--- config.mk ---
export PLATFORM = sky130hd
export DESIGN_NAME = nco_freq_ramp
export DESIGN_NICKNAME = d
export VERILOG_FILES = /design/src/rtl/nco_freq_ramp.sv
export SDC_FILE = /design/constraint.sdc
export NUM_CORES = 1
export LEC_CHECK = 0
export BUFFER_PORTS_ARGS = -buffer_cell sky130_fd_sc_hd__buf_2
export CORE_MARGIN = 2
export CORE_UTILIZATION = 40
export CTS_CLUSTER_DIAMETER = 40
export DETAILED_ROUTE_END_ITERATION = 6
export GPL_ROUTABILITY_DRIVEN = 0
export PLACE_DENSITY_LB_ADDON = 0.08
export SYNTH_ARGS = -nofsm -noshare
export SYNTH_HDL_FRONTEND = slang
export SYNTH_SLANG_ARGS = --single-unit
--- constraint.sdc ---
create_clock -name i_clk -period 7.47 [get_ports i_clk]
set_input_delay 0.747 -clock i_clk [delete_from_list [all_inputs] [get_ports i_clk]]
set_output_delay 0.747 -clock i_clk [all_outputs]
set_load 0.01 [all_outputs]
--- src/rtl/nco_freq_ramp.sv ---
// -----------------------------------------------------------------------------
// nco_freq_ramp
// Slew-rate-limited frequency controller for the NCO phase increment. A target
// increment arrives over a valid/ready handshake. The output increment then walks
// toward that target by i_step once every (i_rate_div+1) clocks. When i_enable
// drops, the output ramps down to zero so the NCO never sees a frequency step.
//
// Ports
//   i_clk        system clock
//   i_rst_n      asynchronous active-low reset
//   i_enable     1 = run and accept targets, 0 = ramp the output to zero
//   i_tgt_inc    requested phase increment (unsigned, PHASE_ACC_BITS-1 wide)
//   i_tgt_valid  i_tgt_inc is valid
//   o_tgt_ready  a target can be accepted this cycle (combinational)
//   i_step       increment change per tick (live)
//   i_rate_div   a tick occurs every i_rate_div+1 clocks (live)
//   o_phase_inc  registered increment that drives the NCO
//   o_busy       state is not IDLE
//   o_at_target  o_phase_inc equals the goal register
//   o_ramp_done  one-cycle pulse when a ramp lands on its goal
// -----------------------------------------------------------------------------
module nco_freq_ramp #(
   parameter int PHASE_ACC_BITS = 24,
   parameter int STEP_BITS      = 16,
   parameter int RATE_DIV_BITS  = 16
) (
   input  logic                        i_clk,
   input  logic                        i_rst_n,
   input  logic                        i_enable,
   input  logic [PHASE_ACC_BITS-2:0]   i_tgt_inc,
   input  logic                        i_tgt_valid,
   output logic                        o_tgt_ready,
   input  logic [STEP_BITS-1:0]        i_step,
   input  logic [RATE_DIV_BITS-1:0]    i_rate_div,
   output logic [PHASE_ACC_BITS-2:0]   o_phase_inc,
   output logic                        o_busy,
   output logic                        o_at_target,
   output logic                        o_ramp_done
);

   localparam int W  = PHASE_ACC_BITS - 1;
   localparam int CW = (STEP_BITS > PHASE_ACC_BITS) ? STEP_BITS : PHASE_ACC_BITS;

   typedef enum logic [1:0] {
      IDLE = 2'd0,
      RAMP = 2'd1,
      STOP = 2'd2
   } rampState_t;

   rampState_t                 r_state;
   logic [W-1:0]               r_phaseInc;
   logic [W-1:0]               r_goal;
   logic [RATE_DIV_BITS-1:0]   r_cnt;
   logic                       r_tick;
   logic                       r_enableQ;
   logic                       r_rampDone;

   logic                       w_accept;
   logic                       w_enableFall;
   logic                       w_goalAbove;
   logic [CW-1:0]              w_diff;
   logic [CW-1:0]              w_stepExt;
   logic                       w_land;
   logic [W-1:0]               w_stepW;

   // The handshake is gated by reset so no target can be accepted while the
   // block is held in reset, and a stop in progress must finish before retargeting.
   always_comb begin
      o_tgt_ready  = i_rst_n & i_enable & (r_state != STOP);
      w_accept     = i_tgt_valid & o_tgt_ready;
      w_enableFall = r_enableQ & ~i_enable;
   end

   // Distance to the goal is formed one bit wider than the increment so the
   // subtraction cannot wrap; the tick lands on the goal when the remaining
   // distance fits inside one step (or the step is zero, meaning jump directly).
   always_comb begin
      w_goalAbove = r_goal > r_phaseInc;
      if (w_goalAbove) begin
         w_diff = CW'(r_goal) - CW'(r_phaseInc);
      end else begin
         w_diff = CW'(r_phaseInc) - CW'(r_goal);
      end
      w_stepExt = CW'(i_step);
      w_land    = (i_step == '0) || (w_diff <= w_stepExt);
      w_stepW   = W'(i_step);
   end

   // Main controller. The prescaler compare is registered into r_tick, so the
   // first increment change appears rate_div+2 clocks after an accept and then
   // every rate_div+1 clocks. A falling enable beats an accept, which beats a
   // pending tick; a retarget therefore holds the increment for that cycle.
   always_ff @(posedge i_clk or negedge i_rst_n) begin
      if (!i_rst_n) begin
         r_state    <= IDLE;
         r_phaseInc <= '0;
         r_goal     <= '0;
         r_cnt      <= '0;
         r_tick     <= 1'b0;
         r_enableQ  <= 1'b0;
         r_rampDone <= 1'b0;
      end else begin
         r_enableQ  <= i_enable;
         r_rampDone <= 1'b0;
         if (w_enableFall) begin
            r_goal  <= '0;
            r_cnt   <= '0;
            r_tick  <= 1'b0;
            r_state <= STOP;
         end else if (w_accept) begin
            r_goal  <= i_tgt_inc;
            r_cnt   <= '0;
            r_tick  <= 1'b0;
            r_state <= RAMP;
         end else if (r_state != IDLE) begin
            r_tick <= (r_cnt == i_rate_div);
            r_cnt  <= (r_cnt == i_rate_div) ? '0 : r_cnt + 1'b1;
            if (r_tick && w_land) begin
               r_phaseInc <= r_goal;
               r_rampDone <= 1'b1;
               r_state    <= IDLE;
               r_cnt      <= '0;
               r_tick     <= 1'b0;
            end else begin
               if (r_tick) begin
                  r_phaseInc <= w_goalAbove ? (r_phaseInc + w_stepW)
                                            : (r_phaseInc - w_stepW);
               end
               if (r_state == STOP && i_enable) begin
                  r_state <= RAMP;
               end
            end
         end
      end
   end

   // Status outputs come straight from registered state.
   always_comb begin
      o_phase_inc = r_phaseInc;
      o_busy      = (r_state != IDLE);
      o_at_target = (r_phaseInc == r_goal);
      o_ramp_done = r_rampDone;
   end

endmodule

# Yosys cells after proc, flatten, opt, wreduce, memory -nomap -nowiden

Cells that the tools add are included.

$add $sub $neg: 5
$lt $le $gt $ge: 2
Equality and inequality tests: 4
Mux-type cells: 24
Bitwise gates (word level): 7
Reduce and logical (&&, ||, !) cells: 11

Operators with widths:

| kind                                                             | number |
|---|---|
| 23-bit 2-to-1 mux                                                | 5 |
| 16-bit 2-to-1 mux                                                | 5 |
| 23-bit by 23-bit subtractor with 24-bit output                   | 2 |
| 24-bit by 16-bit less-or-equal comparator with 1-bit output      | 1 |
| 24-bit 2-to-1 mux                                                | 1 |
| 23-bit by 16-bit adder with 23-bit output                        | 1 |
| 23-bit equality test                                             | 1 |
| 23-bit > comparator                                              | 1 |
| 23-bit by 16-bit subtractor with 23-bit output                   | 1 |
| 16-bit by 1-bit adder with 16-bit output (second input constant) | 1 |
| 16-bit equality test                                             | 1 |
| 16-bit logical NOT                                               | 1 |
| 2-bit 2-to-1 mux                                                 | 5 |
| 1-bit 2-to-1 mux                                                 | 8 |
| 2-bit nonzero test                                               | 3 |
| 1-bit AND                                                        | 4 |
| 4-bit AND reduction                                              | 1 |
| 4-bit nonzero test                                               | 1 |
| 1-bit inverter                                                   | 3 |
| 3-bit nonzero test                                               | 1 |
| 2-bit equality test (second input constant)                      | 1 |
| 1-bit logical AND                                                | 2 |
| 2-bit inequality test (second input constant)                    | 1 |
| 2-bit AND reduction                                              | 1 |
| 1-bit logical OR                                                 | 1 |

Register bits after elaboration: 67
Input bits: 59
Output and inout bits: 27
Logic and storage cells: 60

# Depth between registers and ports, before layout

Gate-level depths: netlist (run 1).

Word-level depth: 9
Gate-level depth with buffers: 27
Mapped depth without buffers: 24

# Worst setup path after synthesis (run 1)

Ideal clock, no wire load.

Path type: register to register
Start: reg r_phaseInc[9], in the netlist o_phase_inc[9]
End: reg r_tick
Library setup time: 0.126 ns
Data arrival time: 5.152 ns
Data required time: 7.344 ns
Setup slack: 2.192 ns
Cell stages (with the launch flop): 25
Period minus slack after synthesis: 5.278 ns
Path through: dfrtp_1 -> inv_1 -> ha_1 -> buf_4 -> and3_1 -> nand3_1 -> and3b_2 -> a21oi_2 -> o21a_1 -> clkbuf_1 -> buf_1 -> mux2_2 -> ha_1 -> nor2b_1 -> o21a_1 -> o21a_1 -> o211ai_1 -> a21oi_1 -> a2111oi_0 -> o22ai_1 -> and4bb_4 -> a21oi_1 -> buf_4 -> buf_4 -> o311a_1

Longest elaborated chain between the ends: 9

Ends and longest elaborated chain:

| element                                                                | RTL line | RTL |
|---|---|---|
| start, declared                                                        | 51       | `logic [W-1:0] r_phaseInc;` |
| start signal, assigned                                                 | 119      | `r_phaseInc <= r_goal;` |
| start signal, assigned                                                 | 126      | `r_phaseInc <= w_goalAbove ? (r_phaseInc + w_stepW)` |
| 23-bit by 23-bit subtractor with 24-bit output (tied with other cells) | 82       | `w_diff = CW'(r_phaseInc) - CW'(r_goal);` |
| 24-bit 2-to-1 mux *                                                    | 79       | `if (w_goalAbove) begin` |
| 24-bit by 16-bit less-or-equal comparator with 1-bit output *          | 85       | `w_land = (i_step == '0) \|\| (w_diff <= w_stepExt);` |
| 1-bit logical OR *                                                     | 85       |  |
| 1-bit logical AND *                                                    | 118      | `if (r_tick && w_land) begin` |
| 1-bit 2-to-1 mux *                                                     | 118      |  |
| 1-bit 2-to-1 mux *                                                     | 115      | `end else if (r_state != IDLE) begin` |
| 1-bit 2-to-1 mux *                                                     | 110      | `end else if (w_accept) begin` |
| 1-bit 2-to-1 mux *                                                     | 105      | `if (w_enableFall) begin` |
| end signal, assigned                                                   | 116      | `r_tick <= (r_cnt == i_rate_div);` |
| end, declared                                                          | 54       | `logic r_tick;` |

Mark *: on every way between the ends. The rest lies on a longest branch, timed or not. The select of a mux whose other input is x is not followed.
A chain may end at the register's enable or synchronous reset.

# Worst setup path in the final report (run 1)

Start: reg r_phaseInc[10], in the netlist o_phase_inc[10]
End: reg r_cnt[14]

Longest elaborated chain between the ends: 9

Ends and longest elaborated chain:

| element                                                                | RTL line | RTL |
|---|---|---|
| 23-bit by 23-bit subtractor with 24-bit output (tied with other cells) | 82       |  |
| 24-bit 2-to-1 mux *                                                    | 79       |  |
| 24-bit by 16-bit less-or-equal comparator with 1-bit output *          | 85       |  |
| 1-bit logical OR *                                                     | 85       |  |
| 1-bit logical AND *                                                    | 118      |  |
| 16-bit 2-to-1 mux *                                                    | 118      |  |
| 16-bit 2-to-1 mux *                                                    | 115      |  |
| 16-bit 2-to-1 mux *                                                    | 110      |  |
| 16-bit 2-to-1 mux *                                                    | 105      |  |
| end signal, assigned                                                   | 117      | `r_cnt <= (r_cnt == i_rate_div) ? '0 : r_cnt + 1'b1;` |
| end, declared                                                          | 53       | `logic [RATE_DIV_BITS-1:0] r_cnt;` |

Marks and branches as above.

==> results.toml, run 1 <==
[finish]
syn_to_final_growth_pct = 11.9
drive_gt1_share_pct = 12.5
final_area_um2 = 8840
n_fill_cell = 2038
antenna_cells = 0
nets = 1235

[synthesis]
ys_top_cells_by_count = "130 x nand2_1, 105 x a21oi_1, 91 x inv_1"
synth_top_area_share_pct = 21.2
synth.yosys.seq_area_share_pct = 21.2
synth.area.top_cells = "dfrtp_1 21%, ha_1 14%, a21oi_1 6.6%"
synth_flop_cell = "dfrtp_1"
yosys_warnings = 0
synth-async-reset-ratio_pct = 100
yosysTopAreaCell = "dfrtp_1"
ys_ff_latch = 67
synth_edf_count = 0
synth_cell_types = 72
synth_area_um2 = 7910
synth_most_common_cell = "nand2_1"
synthCells = 1030
syn_area_per_cell_um2 = 7.68
syn_nets = 1178

[grt]
gr-total-overflow = 0
grt_max_degree = 68
grt_usage_pct = 24.8
grt_pass1_wl_um = 39900
grt_pass1_vias = 7306
antenna_found_initial = 0

[worst_setup_path]
arrival_ns = 7.03
critical_path_required_ns = 7.69
crit_type = "flip-flop to flip-flop"
cp-end-kind = "flip-flop"
cp-start-kind = "flip-flop"
worst-r2r-cell-count = 20
path_max_fanout = 23

[flow_run]
cap_violations = 0

[power_and_ir_drop]
p_sw_share_pct = 50.2
p_leak_nw = 4.22
power_w = 0.00350
switching_power_w = 0.00176
p_int_w = 0.00174
pwr-share-seq_pct = 16.8
peakVddDrop_mv = 0.146
power_frac_clock_pct = 13.5
power_density_nw_per_um2 = 396
pwr-share-comb_pct = 69.7

[timing]
tns_ns = 0
fmax_mhz = 147
tightest_slew_ns = 1.13
fin_crit_ns = 6.81
min_period_over_period_pct = 91.1
clock_skew_ns = 0.00511
rsz0062_at_grt = "false"
setup_violations = 0
maxSlewHeadroom_pct = 24.4
drv_slew = 0
hold_violations = 0

[die]
rows = 51
die_width_um = 145
design.core.area_um2 = 19400
fp.dieH_um = 145
die-area_um2 = 20900
initial_utilization_pct = 40.8
io_pins = 86

[clocking]
holdBufCountCts = 0
cts_tree = "yes"
numCtsBuffers = 9
cts_setup_buffers = 0
clock_latency_ns = 0.34
h-tree-depth = 3
root_buffer = "clkbuf_16"
cts.clk_slew.worst_paths_ns = 0.06
cts.sinks = 67
clockBufferDepth = 2
cts_resized = 0

[detailed_routing]
drc = 0
drt-total-wl_um = 25200
drtIter0Drc = 452
post_drt_wl_per_cell_um = 18.6
vias = 7681
route.antenna.remaining_nets = 0
drt-vias-per-instance = 5.66
dr.pass1.iters = 5

[placed_design]
hpwlAfterDp_um = 20000
placed_area_um2 = 8520
port_buffers = 85

[min_path]
hp-class = "flip-flop to flip-flop"
min_path_cells = 2

[outcome]
run_status = "completed"
==> power groups by stage <==
stage,logic [W],registers [W],clock network (W)
finish,0.00244,0.000589,0.000473
global route,0.00272,0.000604,0.000497
CTS,0.00241,0.000587,0.000482
detailed placement,0.00239,0.000593,0
global placement,0.00242,0.000589,0
floorplan,0.00181,0.000569,0
==> worst paths after layout <==
| kind | from | endpoint | slack (ns) |
|---|---|---|---|
| setup reg to reg | o_phase_inc[10] | r_cnt[14] | 0.66 |
| max in group asynchronous | i_rst_n | r_goal[20] | 6.21 |
| min in group asynchronous | i_rst_n | r_goal[0] | 0.64 |
| hold / removal | o_phase_inc[19] | o_phase_inc[19] | 0.57 |
| hold reg to reg | o_phase_inc[19] | o_phase_inc[19] | 0.57 |
| setup / recovery | o_phase_inc[10] | r_cnt[14] | 0.66 |
==> flip-flops by register name, indices dropped and copies added, names as in the netlist <==
register	count
o_phase_inc	23
o_ramp_done	1
r_cnt	16
r_enableQ	1
r_goal	23
r_state	2
r_tick	1
==> final cells by class <==
type | instances | area (um2) | share of cell area (%)
multi-input combinational | 821 | 5650 | 63.9
sequential | 67 | 1680 | 19.0
timing repair buffer | 97 | 518 | 5.86
inverter | 91 | 342 | 3.86
tap | 265 | 332 | 3.75
clock buffer | 10 | 239 | 2.70
clock inverter | 6 | 88.8 | 1.00
==> metal layers <==
layer | track usage (%) | vias to the layer above | wire [um]
li1 | - | 3804 | -
met1 | 36.7 | 3633 | 12600
met2 | 38.0 | 208 | 11000
met3 | 2.28 | 36 | 1000
met4 | 7.56 | 0 | 572
met5 | 0 | - | 0
==> placed cells by master (no fill, tap or decap), types with 5 or more instances in the layout <==
master,count
nor2b_1,7
a21o_1,29
a31oi_1,11
o21bai_1,11
nand3_1,21
xor2_1,27
mux2i_1,20
o31ai_1,9
a21oi_1,104
o21ai_0,53
nand2_1,130
ha_1,86
nor3_1,20
dfrtp_1,67
buf_4,13
nor4_1,7
xnor2_1,41
nand2b_1,6
a211oi_1,25
nand4_1,21
o21a_1,15
and3_1,14
nor2_1,52
o211ai_1,19
a2bb2oi_1,7
clkbuf_16,9
inv_1,91
a211o_1,5
buf_2,84
or3_1,8
==> through the flow <==
stage               util (%)  hold slack [ns]  worst slack [ns]  std cells
floorplan                  -            0.451              2.19       1030
global placement        43.9            0.545             0.842       1341
detailed placement      43.9            0.556             0.741       1341
CTS                     45.6            0.571             0.703       1357
global route            45.6            0.581             0.283       1357
finish                  45.6            0.567             0.662       1357
==> kinds of logic after synthesis <==
logic type      count (synthesis)  synth area share, %
mux                            23                 2.96
xor+xnor                       68                 7.53
compound gates                333                 27.9
buf+inv                       142                 7.60
simple gates                  308                 18.5
flops                          67                 21.2
fa+ha+maj                      89                 14.4
==> critical path, cell delays in order, from the launching register on <==
cell	delay, ns
dfrtp_1	0.42
inv_1	0.06
ha_1	0.53
and3_1	0.35
nand2_1	0.14
o211ai_2	0.28
a21o_1	0.18
o21a_1	0.73
a21oi_1	0.30
a221oi_1	0.36
xnor2_1	0.16
ha_1	0.27
a21o_1	0.16
a21oi_1	0.13
o21ai_0	0.12
a2111oi_0	0.65
o22ai_1	0.17
and4bb_4	0.39
a21o_1	0.61
a21oi_1	0.27
a221o_1	0.38
Power figures use the tool's default switching activity.
==> inputs of run 2 (changes only) <==
--- a/config.mk
+++ b/config.mk
@@ -5,8 +5,8 @@
 export SDC_FILE = /design/constraint.sdc
 export NUM_CORES = 1
 export LEC_CHECK = 0
-export BUFFER_PORTS_ARGS = -buffer_cell sky130_fd_sc_hd__buf_2
-export CORE_MARGIN = 2
+export BUFFER_PORTS_ARGS = -buffer_cell sky130_fd_sc_hd__buf_4
+export CORE_MARGIN = 1.5
 export CORE_UTILIZATION = 40
 export CTS_CLUSTER_DIAMETER = 40
 export DETAILED_ROUTE_END_ITERATION = 6
==> results.toml, run 2 (synthesis results as in run 1) <==
[outcome]
run_status = "completed"

[timing]
setup_violations = 0
clock_skew_ns = 0.00720
rsz0062_at_grt = "false"
drv_slew = 0
fmax_mhz = 150
tightest_slew_ns = 1.01
min_period_over_period_pct = 89.0
hold_violations = 0
fin_crit_ns = 6.65
maxSlewHeadroom_pct = 32.8
tns_ns = 0
setup_ws_ns = 0.820

[power_and_ir_drop]
power_w = 0.00346
power_density_nw_per_um2 = 384
p_leak_nw = 4.27
peakVddDrop_mv = 0.131

[clocking]
holdBufCountCts = 0
cts.sinks = 67
cts_setup_buffers = 0
cts_tree = "yes"
h-tree-depth = 3
cts_resized = 0
clock_latency_ns = 0.33
numCtsBuffers = 9
root_buffer = "clkbuf_16"
cts.clk_slew.worst_paths_ns = 0.05
clockBufferDepth = 2

[die]
io_pins = 86
rows = 51
die_width_um = 144
initial_utilization_pct = 40.8
die-area_um2 = 20600
design.core.area_um2 = 19400
fp.dieH_um = 144

[flow_run]
cap_violations = 0

[finish]
drive_gt1_share_pct = 12.5
layout_common_cells = "130 x nand2_1, 104 x a21oi_1, 99 x buf_4"
syn_to_final_growth_pct = 13.9
antenna_cells = 0
n_fill_cell = 2095
nets = 1237
final_common_cell = "nand2_1"
finish.utilization_pct = 46.4

[worst_setup_path]
crit_chain = "inv_1, ha_1, and3_1, nand2_1, o211ai_2, a21o_1, o21a_1, a21oi_1, a221oi_1, xnor2_1, ha_1, a21o_1, a21oi_1, o21ai_0, a2111oi_0, o22ai_1, and4bb_4, a21o_1, buf_4, nand2_1, a31o_2"
arrival_ns = 6.87
cp-end-kind = "flip-flop"
path_buf_inv = 2
path_max_fanout = 26
cp_common_cell = "a21o_1"
critical-path-top-delay-family = "compound AO/OA/AOI/OAI gates"
critical_path_required_ns = 7.69
cp-start-kind = "flip-flop"
slowest_delay_ns = 0.79
crit_type = "flip-flop to flip-flop"
cp_slowest_cell = "o21a_1"

[placed_design]
hpwlAfterDp_um = 20300
dp_slack_ns = 0.911
port_buffers = 85

[detailed_routing]
drc = 0
drtIter0Drc = 574
drt-total-wl_um = 25300
route.antenna.remaining_nets = 0
dr.pass1.iters = 5
post_drt_wl_per_cell_um = 18.7
vias = 7688
drt-vias-per-instance = 5.67

[grt]
grt_usage_pct = 25.5
grt_pass1_wl_um = 40600
gr-total-overflow = 0
grt_max_degree = 57
antenna_found_initial = 0
grt_pass1_vias = 7413

[min_path]
hp-class = "input pin to async pin"
-- run 2: changes by cell type in the layout (fill, tap and decap cells not counted), sizes merged --
| cell | change |
|---|---|
| buf | +2 |
| bufinv | -2 |
| clkbuf | +2 |
| clkinv | -1 |
| clkinvlp | -1 |
-- run 2: metrics by stage --
stage                     area [um2]  std cells  hold WS [ns]
after CTS                       9000       1357         0.254
after global placement          8730       1343         0.546
after detailed placement        8730       1343         0.550
after floorplan                 7910       1030         0.451
after global routing            9000       1357         0.258
final                           9000       1357         0.262
-- run 2: where the power goes --
part           switching, W  internal, W
logic               0.00144      0.00104
clock network      0.000154     0.000238
registers          0.000139     0.000449
total               0.00173      0.00172
-- run 2: worst paths after layout --
path | from | end | slack [ns] | cells after the start
worst max-delay path | o_phase_inc[10] | r_state[0] | 0.82 | 21
worst min-delay path | i_rst_n | r_goal[4] | 0.26 | 1
worst max register to register | o_phase_inc[10] | r_state[0] | 0.82 | 21
worst min register to register | r_state[1] | r_state[1] | 0.56 | 1
max in group asynchronous | i_rst_n | o_ramp_done | 6.21 | 2
min in group i_clk | i_enable | r_enableQ | 0.56 | 1
-- run 2: per-layer routing --
layer / vias up / part of all wire [%] / global-route usage (%)
li1: 3816 / - / -
met1: 3629 / 49 / 37.2
met2: 212 / 44 / 39.7
met3: 31 / 5.1 / 3.77
met4: 0 / 1.5 / 5.37
met5: - / 0 / 0
-- run 2: layout make-up --
cell class | count | area, um2 | area share, %
Tap cell | 265 | 332 | 3.68
Multi-Input combinational cell | 821 | 5640 | 62.7
Clock inverter | 2 | 12.5 | 0.139
Inverter | 91 | 342 | 3.79
Clock buffer | 12 | 256 | 2.85
Timing Repair Buffer | 99 | 743 | 8.25
Sequential cell | 67 | 1680 | 18.6
-- run 2: worst register-to-register path: stages, from the launching register on --
cell,delay (ns)
dfrtp_1,0.41
inv_1,0.07
ha_1,0.54
and3_1,0.35
nand2_1,0.13
o211ai_2,0.29
a21o_1,0.20
o21a_1,0.79
a21oi_1,0.23
a221oi_1,0.34
xnor2_1,0.19
ha_1,0.29
a21o_1,0.16
a21oi_1,0.14
o21ai_0,0.11
a2111oi_0,0.53
o22ai_1,0.17
and4bb_4,0.39
a21o_1,0.52
buf_4,0.33
nand2_1,0.10
a31o_2,0.27
